--- config.mk ---
export PLATFORM = sky130hd
export DESIGN_NAME = execute_stage
export DESIGN_NICKNAME = d
export VERILOG_FILES = /design/src/rtl/execute_stage_pkg.sv /design/src/rtl/execute_stage_mul_iter.sv /design/src/rtl/execute_stage.sv
export SDC_FILE = /design/constraint.sdc
export NUM_CORES = 1
export LEC_CHECK = 0
export CELL_PAD_IN_SITES_DETAIL_PLACEMENT = 0
export CELL_PAD_IN_SITES_GLOBAL_PLACEMENT = 2
export CORE_MARGIN = 3
export CORE_UTILIZATION = 39
export CTS_BUF_LIST = sky130_fd_sc_hd__clkbuf_8
export DETAILED_ROUTE_END_ITERATION = 12
export PLACE_DENSITY = 0.95
export SYNTH_ARGS = -nofsm -noshare
export SYNTH_HDL_FRONTEND = slang
export SYNTH_HIERARCHICAL = 1
export SYNTH_SLANG_ARGS = --single-unit
--- constraint.sdc ---
create_clock -name clk -period 7 [get_ports clk]
set_input_delay 0.7 -clock clk [delete_from_list [all_inputs] [get_ports clk]]
set_output_delay 0.7 -clock clk [all_outputs]
set_load 0.01 [all_outputs]
--- src/rtl/execute_stage_pkg.sv ---
// Shared definitions for the execute stage: widths, ALU opcodes, FSM states and
// the EX/MEM pipeline record.
package execute_stage_pkg;

  localparam int unsigned DATA_W = 32;
  localparam int unsigned PC_W   = 13;
  localparam int unsigned REG_W  = 3;

  typedef enum logic [3:0] {
    AluAdd   = 4'd0,
    AluSub   = 4'd1,
    AluAnd   = 4'd2,
    AluOr    = 4'd3,
    AluXor   = 4'd4,
    AluSll   = 4'd5,
    AluSrl   = 4'd6,
    AluSra   = 4'd7,
    AluSlt   = 4'd8,
    AluPassB = 4'd9,
    AluMul   = 4'd10
  } alu_op_e;

  typedef enum logic {
    StIdle = 1'b0,
    StBusy = 1'b1
  } ex_state_e;

  // Fields that ride alongside the instruction untouched by the ALU.
  typedef struct packed {
    logic [PC_W-1:0]   pc;
    logic [DATA_W-1:0] wdata;
    logic [REG_W-1:0]  wb_reg;
    logic              mem_write;
    logic              mem_read;
    logic              reg_write;
  } pass_t;

  typedef struct packed {
    logic              valid;
    logic [DATA_W-1:0] alu_res;
    pass_t             fields;
  } ex_mem_t;

endpackage

--- src/rtl/execute_stage_mul_iter.sv ---
// Iterative shift-add multiplier: one partial product per cycle, DATA_W cycles per
// operation, low DATA_W bits of the product presented alongside done.
module execute_stage_mul_iter
  import execute_stage_pkg::*;
(
  input  logic              clk,
  input  logic              rst,
  input  logic              start,
  input  logic              flush,
  input  logic [DATA_W-1:0] op_a,
  input  logic [DATA_W-1:0] op_b,
  output logic              busy,
  output logic              done,
  output logic [DATA_W-1:0] result
);

  localparam int unsigned CntW = $clog2(DATA_W);
  localparam logic [CntW-1:0] LastCount = CntW'(DATA_W - 1);

  logic [DATA_W-1:0] a_q, b_q, acc_q;
  logic [DATA_W-1:0] acc_next;
  logic [CntW-1:0]   count_q;
  logic              busy_q;

  always_comb begin
    acc_next = b_q[0] ? acc_q + a_q : acc_q;
  end

  assign busy   = busy_q;
  assign done   = busy_q && (count_q == LastCount);
  // Final step is folded in so the product is ready on the same edge as done.
  assign result = acc_next;

  always_ff @(posedge clk or negedge rst) begin
    if (!rst) begin
      a_q     <= '0;
      b_q     <= '0;
      acc_q   <= '0;
      count_q <= '0;
      busy_q  <= 1'b0;
    end else if (flush) begin
      count_q <= '0;
      busy_q  <= 1'b0;
    end else if (start) begin
      a_q     <= op_a;
      b_q     <= op_b;
      acc_q   <= '0;
      count_q <= '0;
      busy_q  <= 1'b1;
    end else if (busy_q) begin
      acc_q   <= acc_next;
      a_q     <= a_q << 1;
      b_q     <= b_q >> 1;
      count_q <= count_q + 1'b1;
      if (done) begin
        busy_q <= 1'b0;
      end
    end
  end

endmodule

--- src/rtl/execute_stage.sv ---
// EX stage with EX/MEM pipeline register: single-cycle ALU plus an iterative
// multiply that stalls decode until its result is committed.
module execute_stage
  import execute_stage_pkg::*;
(
  input  logic              clk,
  input  logic              rst,
  input  logic              flush,
  input  logic              In_Valid,
  input  logic [PC_W-1:0]   PC,
  input  logic [3:0]        ALUOp,
  input  logic [DATA_W-1:0] OpA,
  input  logic [DATA_W-1:0] OpB,
  input  logic [DATA_W-1:0] WriteDataIn,
  input  logic [REG_W-1:0]  WBReg_In,
  input  logic              Mem_Write_In,
  input  logic              Mem_Read_In,
  input  logic              Reg_Write_In,
  output logic              Stall,
  output logic              Valid_Out,
  output logic [PC_W-1:0]   PCOut,
  output logic [DATA_W-1:0] ALURes,
  output logic [DATA_W-1:0] WriteDataOut,
  output logic [REG_W-1:0]  WBReg_Out,
  output logic              Mem_Write_Out,
  output logic              Mem_Read_Out,
  output logic              Reg_Write_Out
);

  ex_state_e         state_q, state_d;
  ex_mem_t           ex_mem_q, ex_mem_d;
  pass_t             pass_in, pass_q;
  logic [DATA_W-1:0] alu_res;
  logic [4:0]        shamt;
  logic              is_mul;
  logic              mul_start, mul_busy, mul_done;
  logic [DATA_W-1:0] mul_result;

  assign shamt  = OpB[4:0];
  assign is_mul = (alu_op_e'(ALUOp) == AluMul);

  always_comb begin
    alu_res = '0;
    case (alu_op_e'(ALUOp))
      AluAdd:   alu_res = OpA + OpB;
      AluSub:   alu_res = OpA - OpB;
      AluAnd:   alu_res = OpA & OpB;
      AluOr:    alu_res = OpA | OpB;
      AluXor:   alu_res = OpA ^ OpB;
      AluSll:   alu_res = OpA << shamt;
      AluSrl:   alu_res = OpA >> shamt;
      AluSra:   alu_res = $unsigned($signed(OpA) >>> shamt);
      AluSlt:   alu_res = {{(DATA_W-1){1'b0}}, ($signed(OpA) < $signed(OpB))};
      AluPassB: alu_res = OpB;
      default:  alu_res = '0;
    endcase
  end

  always_comb begin
    pass_in.pc        = PC;
    pass_in.wdata     = WriteDataIn;
    pass_in.wb_reg    = WBReg_In;
    pass_in.mem_write = Mem_Write_In;
    pass_in.mem_read  = Mem_Read_In;
    pass_in.reg_write = Reg_Write_In;
  end

  // Default every cycle is a bubble; only a completed instruction overrides it.
  always_comb begin
    state_d   = state_q;
    ex_mem_d  = '0;
    mul_start = 1'b0;
    Stall     = 1'b0;
    if (flush) begin
      state_d = StIdle;
    end else begin
      case (state_q)
        StIdle: begin
          if (In_Valid) begin
            if (is_mul) begin
              mul_start = 1'b1;
              Stall     = 1'b1;
              state_d   = StBusy;
            end else begin
              ex_mem_d.valid   = 1'b1;
              ex_mem_d.alu_res = alu_res;
              ex_mem_d.fields  = pass_in;
            end
          end
        end
        StBusy: begin
          Stall = mul_busy && !mul_done;
          if (mul_done) begin
            ex_mem_d.valid   = 1'b1;
            ex_mem_d.alu_res = mul_result;
            ex_mem_d.fields  = pass_q;
            state_d          = StIdle;
          end else if (!mul_busy) begin
            state_d = StIdle;
          end
        end
        default: state_d = StIdle;
      endcase
    end
  end

  always_ff @(posedge clk or negedge rst) begin
    if (!rst) begin
      state_q  <= StIdle;
      ex_mem_q <= '0;
      pass_q   <= '0;
    end else begin
      state_q  <= state_d;
      ex_mem_q <= ex_mem_d;
      if (mul_start) begin
        pass_q <= pass_in;
      end
    end
  end

  execute_stage_mul_iter u_mul_iter (
    .clk    (clk),
    .rst    (rst),
    .start  (mul_start),
    .flush  (flush),
    .op_a   (OpA),
    .op_b   (OpB),
    .busy   (mul_busy),
    .done   (mul_done),
    .result (mul_result)
  );

  assign Valid_Out     = ex_mem_q.valid;
  assign ALURes        = ex_mem_q.alu_res;
  assign PCOut         = ex_mem_q.fields.pc;
  assign WriteDataOut  = ex_mem_q.fields.wdata;
  assign WBReg_Out     = ex_mem_q.fields.wb_reg;
  assign Mem_Write_Out = ex_mem_q.fields.mem_write;
  assign Mem_Read_Out  = ex_mem_q.fields.mem_read;
  assign Reg_Write_Out = ex_mem_q.fields.reg_write;

endmodule
-- Word-level counts from Yosys, hierarchy flattened
Index checks and enable logic that the tools add are counted.
- bits in registers: 238
- output and inout bits: 85
- add/subtract/negate cells: 4
- $lt $le $gt $ge: 1
- eq/ne operators: 11
- shift-type cells: 3
- multiplexer cells: 30
- bitwise logic cells: 5
- reductions and logical operators: 7
- operator list (kind ; count):
    $mux W84 ; 4
    $pmux W32 S10 ; 1
    $mux W32 ; 7
    $pmux W84 S2 ; 1
    $add A32 B32 Y32 ; 2
    $and A32 B32 Y32 ; 1
    $lt A32 B32 Y1 ; 1
    $or A32 B32 Y32 ; 1
    $shl A32 B5 Y32 ; 1
    $shr A32 B5 Y32 ; 1
    $sshr A32 B5 Y32 ; 1
    $sub A32 B32 Y32 ; 1
    $xor A32 B32 Y32 ; 1
    $eq A4 B3 Y1 const B ; 4
    $mux W5 ; 3
    $eq A4 B4 Y1 const B ; 3
    $mux W1 ; 12
    $eq A4 B2 Y1 const B ; 2
    $add A5 B1 Y5 const B ; 1
    $eq A5 B5 Y1 const B ; 1
    $eq A4 B1 Y1 const B ; 1
    $logic_not A4 Y1 ; 1
    $pmux W1 S2 ; 2
    $reduce_bool A3 Y1 ; 1
    5 further kinds ; 7

-- Logic depth before layout (Yosys ltp)
- depth after elaboration: 7
- mapped depth: 17
- gate-level depth less buffers: 16

-- By module
The synthesis kept the hierarchy.
- by module, submodules not included (module ; times used ; cells each ; area an instance (um2) ; sequential area each (um2)):
    execute_stage ; 1 ; 1903 ; 14452.6 ; 3403.3
    execute_stage_mul_iter ; 1 ; 687 ; 6403.6 ; 2552.4

-- Least setup slack after synthesis
Ideal clock, no wire load.
- path type: input-to-reg
- start: in OpB[2]
- end: reg ex_mem_q (netlist bit ALURes[30])
- setup time: 0.134 ns
- data arrival time: 3.785 ns
- path slack: 3.081 ns
- stages on the path: 14
- path through: inv_1 > buf_2 > clkbuf_1 > clkbuf_1 > ha_1 > nand2b_1 > a221oi_1 > nor4b_1 > o21ai_2 > a21oi_2 > o31a_4 > o41ai_4 > mux2i_1 > o31ai_2
- RTL lines (item ; line ; RTL):
    start, declared ; execute_stage.sv:13 ; input logic [DATA_W-1:0] OpB,
    end signal, assigned ; execute_stage.sv:114 ; ex_mem_q <= ex_mem_d;
    end, declared ; execute_stage.sv:31 ; ex_mem_t ex_mem_q, ex_mem_d;

-- Worst setup path after layout
- start: in ALUOp[3]
- end: out Stall
- longest elaborated chain between the ends: 5
- RTL lines (item ; line ; RTL):
    start, declared ; execute_stage.sv:11 ; input logic [3:0] ALUOp,
    $eq A4 B4 Y1 ; execute_stage.sv:40 ; assign is_mul = (alu_op_e'(ALUOp) == AluMul);
    $mux W1 ; execute_stage.sv:80 ; if (is_mul) begin
    $mux W1 ; execute_stage.sv:79 ; if (In_Valid) begin
    $pmux W1 S2 ; execute_stage.sv:77 ; case (state_q)
    $mux W1 ; execute_stage.sv:74 ; if (flush) begin
    end, declared ; execute_stage.sv:19 ; output logic Stall,
Every way passes these cells.

==> run summary <==
========================================================================================
Overall via count from detail_route                                                21300
Placed cell area                                                              23400 um^2
Clock Pin Slew Worst Setup and Hold Paths                                        0.05 ns
Sinks on the clock net                                                               238
Post-DRT Antenna Nets                                                                  0
Maximum vdd drop                                                              0.000118 V
Most frequent cells after synthesis                                         sky130_fd_sc_hd__nand2_1, sky130_fd_sc_hd__nor2_1, sky130_fd_sc_hd__dfrtp_1
Number of nets in the final layout                                                  2967
Number of search-and-repair iterations in the first detailed-routing pass              6
Post-CTS resize count                                                                  0
Crit path kind                                                              input pin to output pin
Critical-path maximum fanout                                                          52
Max_slew headroom                                                                  25.4%
EDFF count, synth                                                                      0
Effective utilization at floorplan                                                 39.5%
Hold-fix buffers, CTS                                                                  0
Area taken by flip-flops and latches                                           5960 um^2
Fraction of layout cells with a size suffix above 1                                8.46%
Largest area contributor in the synthesized netlist                         sky130_fd_sc_hd__dfrtp_1
Kind of end point of the critical path                                        output pin
Required arrival time at the worst endpoint                                      6.30 ns
Mean number of vias per cell                                                        6.22
Number of remaining DRC errors                                                         0
Top achievable clock speed                                                       205 MHz
Combinational group share of total power                                           27.8%
Unique cell type count in the Yosys netlist                                           95
Portion of total power attributed to the clock network                             35.2%
DIE AREA                                                                      56300 um^2
Post-route standard cell area excluding fillers                               24400 um^2
Power density of the placed cells                                            167 nW/um^2
Share of async-settable or async-resettable flops after synthesis                   100%
Y dimension of the die                                                            237 um
Setup Buffers After CTS                                                                0
Layout Area Growth over Synthesis                                                  16.8%
Share of synthesized area occupied by flip-flops and latches                       28.6%
Max H-tree Level                                                                       2
Initial antenna violation count                                                        2
Clock latency reported for the late side of the worst-skew pair                  0.63 ns
Standby leakage power                                                            10.7 nW
Total Negative Setup Slacks                                                         0 ns
Startpoint class of the critical path                                          input pin
Post-synth net total                                                                2846
Total number of placement rows                                                        84
Final Max Slew Viols                                                                   0
Most frequently used flop master after synthesis                            sky130_fd_sc_hd__dfrtp_1
Post-route minimum period                                                        4.88 ns
TritonCTS clock tree                                                               built
Share of the synthesized area in the top cell type                                 28.6%
Portion of total power attributed to sequential cells                              37.0%
Largest clock skew in the final design                                         0.0297 ns
Max-cap violation count                                                                0
X dimension of the die                                                            237 um
Placed wire-length estimate                                                      67.7 mm
Wire length of the first global-routing pass                                      138 mm
Post-route clock period utilization                                                69.8%
Filler Cell Count                                                                   5243
Top area cells in the synthesized netlist                                   sky130_fd_sc_hd__dfrtp_1, sky130_fd_sc_hd__ha_1, sky130_fd_sc_hd__nand2_1
Number of DRC markers in iteration 0                                                2032
Number of instances in the synthesized netlist                                      2590
Total area of multi-input combinational cells                                 13700 um^2
Worst-case clock buffer depth                                                          3
Dominant cell by count in the synthesized netlist                           sky130_fd_sc_hd__nand2_1
Flop and latch count out of synthesis                                                238
Root cell of the clock tree                                                 sky130_fd_sc_hd__clkbuf_8
Run status                                                                  finished clean
GP Congestion                                                                      0.989
Total grt overflow                                                                     0
Crit path arrival time                                                           4.18 ns
Switch Pwr                                                                     0.00143 W
Avg WL per Cell                                                                  26.9 um
Std-Cell Core Area                                                            52800 um^2
Overall global routing resource usage                                              32.1%
Class of the most critical hold timing path                                 input pin to asynchronous set/reset pin
Pin count of the biggest net entering global routing                                 147
Top-level port count                                                                 208
P_int                                                                          0.00263 W
Total clock buffers created by CTS                                                    46
RSZ-0062 raised after global routing                                               false
Number of global-route vias before repair                                          21100
Port Buffer Count                                                                    207
Netlist area before placement                                                 20900 um^2
Transition time of the tightest slew-check pin                                   1.11 ns
Syn Area/Cell                                                                  8.05 um^2
Fraction of power spent switching nets                                             35.3%
Setup Viol. Count Final                                                                0
Synth warn                                                                             6
Hold Fails Final Rpt                                                                   0
Post-Route WL                                                                    92.4 mm
========================================================================================
[cell type report]
| cell class | instances | share of cell area (%) |
|---|---|---|
| repair buffers | 259 | 10.1 |
| multi-input cells | 2051 | 56.3 |
| flip-flops and latches | 238 | 24.5 |
| inverters | 115 | 1.79 |
| diodes | 2 | 0.0205 |
| clock buffers | 56 | 3.16 |
| clock inverters | 24 | 0.622 |
| well taps | 688 | 3.53 |
[cell usage in the layout, fill, tap and decap left out, drive strengths merged, types with 21 or more instances in the layout]
| master | netlist | routed |
|---|---|---|
| nor3 | 39 | 39 |
| mux2i | 130 | 130 |
| mux4 | 30 | 30 |
| nor2 | 266 | 266 |
| clkdlybuf4s50 | 0 | 201 |
| nand3 | 40 | 40 |
| buf | 55 | 58 |
| dfrtp | 238 | 238 |
| o211ai | 35 | 35 |
| a31oi | 25 | 25 |
| a22oi | 68 | 68 |
| mux2 | 40 | 40 |
| a21oi | 185 | 185 |
| a21o | 37 | 37 |
| a221oi | 29 | 29 |
| nand2b | 21 | 21 |
| nand4 | 29 | 29 |
| a211oi | 31 | 31 |
| nand2 | 399 | 399 |
| inv | 111 | 130 |
| o21ai | 200 | 200 |
| ha | 130 | 130 |
| xnor2 | 25 | 25 |
| a22o | 22 | 22 |
| clkbuf | 131 | 56 |
[path summary, 6_finish.rpt]
check	startpoint	cells past startpoint	endpoint	slack, ns
min in group clk	pass_q[31]	2	pass_q[31]	0.47
worst max register to register	u_mul_iter/a_q[0]	15	ALURes[26]	2.26
worst max-delay path	ALUOp[3]	7	Stall	2.12
max in group asynchronous	rst	2	WriteDataOut[16]	5.53
worst min register to register	pass_q[31]	2	pass_q[31]	0.47
worst min-delay path	rst	1	PCOut[0]	0.13
[metrics by stage]
step                      instances  util (%)  hold WS, ns  setup WS, ns  power, W
after floorplan                2590         -        0.404          3.08   0.00216
after global placement         3351      44.4        0.458          2.10   0.00262
after detailed placement       3351      44.4        0.463          2.00   0.00263
after CTS                      3431      46.2        0.126          2.22   0.00408
after global routing           3431      46.2        0.149          1.91   0.00426
final                          3433      46.2        0.126          2.12   0.00406
[flip-flops by register name, indices dropped and copies added (netlist names)]
name                count
pass_q                 51
WriteDataOut           32
u_mul_iter/count_q      5
WBReg_Out               3
state_q                 1
Valid_Out               1
PCOut                  13
Reg_Write_Out           1
u_mul_iter/busy         1
ALURes                 32
u_mul_iter/b_q         32
Mem_Write_Out           1
u_mul_iter/acc_q       32
u_mul_iter/a_q         32
Mem_Read_Out            1
[routing by layer]
metal	wire length, um	share of wire [%]	track usage, %	up-vias
li1	-	-	-	9662
met1	38700	42	41.9	10400
met2	40800	44	49.8	995
met3	7260	7.9	6.93	239
met4	5650	6.1	17.3	4
met5	17	0.018	0	-
[cells by family after synthesis]
logic type                 after synthesis  synth area share (%)
buffers and inverters                  301                  5.92
xor gates and xnor gates                37                  1.55
AOI/OAI and AO/OA                      804                  25.9
muxes                                  200                  11.6
DFF                                    238                  28.6
and+or+nand+nor                        877                  18.4
adders and majority gates              133                  8.09
[worst max-delay path, stage by stage]
cell and delay, ns:
sky130_fd_sc_hd__clkdlybuf4s50_1 1.09, sky130_fd_sc_hd__nand2b_1 0.33, sky130_fd_sc_hd__nor2_1 0.68, sky130_fd_sc_hd__nand2_2 0.18
sky130_fd_sc_hd__buf_4 0.36, sky130_fd_sc_hd__o31ai_1 0.16, sky130_fd_sc_hd__clkdlybuf4s50_1 0.64
[power groups by stage]
stage | combinational, W | sequential (W) | clock (W)
6_report | 0.00113 | 0.00151 | 0.00143
5_1_grt | 0.00121 | 0.00151 | 0.00153
4_1_cts | 0.00111 | 0.00150 | 0.00147
3_5_place_dp | 0.00110 | 0.00153 | 0
3_3_place_gp | 0.00109 | 0.00152 | 0
2_1_floorplan | 0.000634 | 0.00152 | 0
No activity file was read; power rests on OpenSTA's default activity.
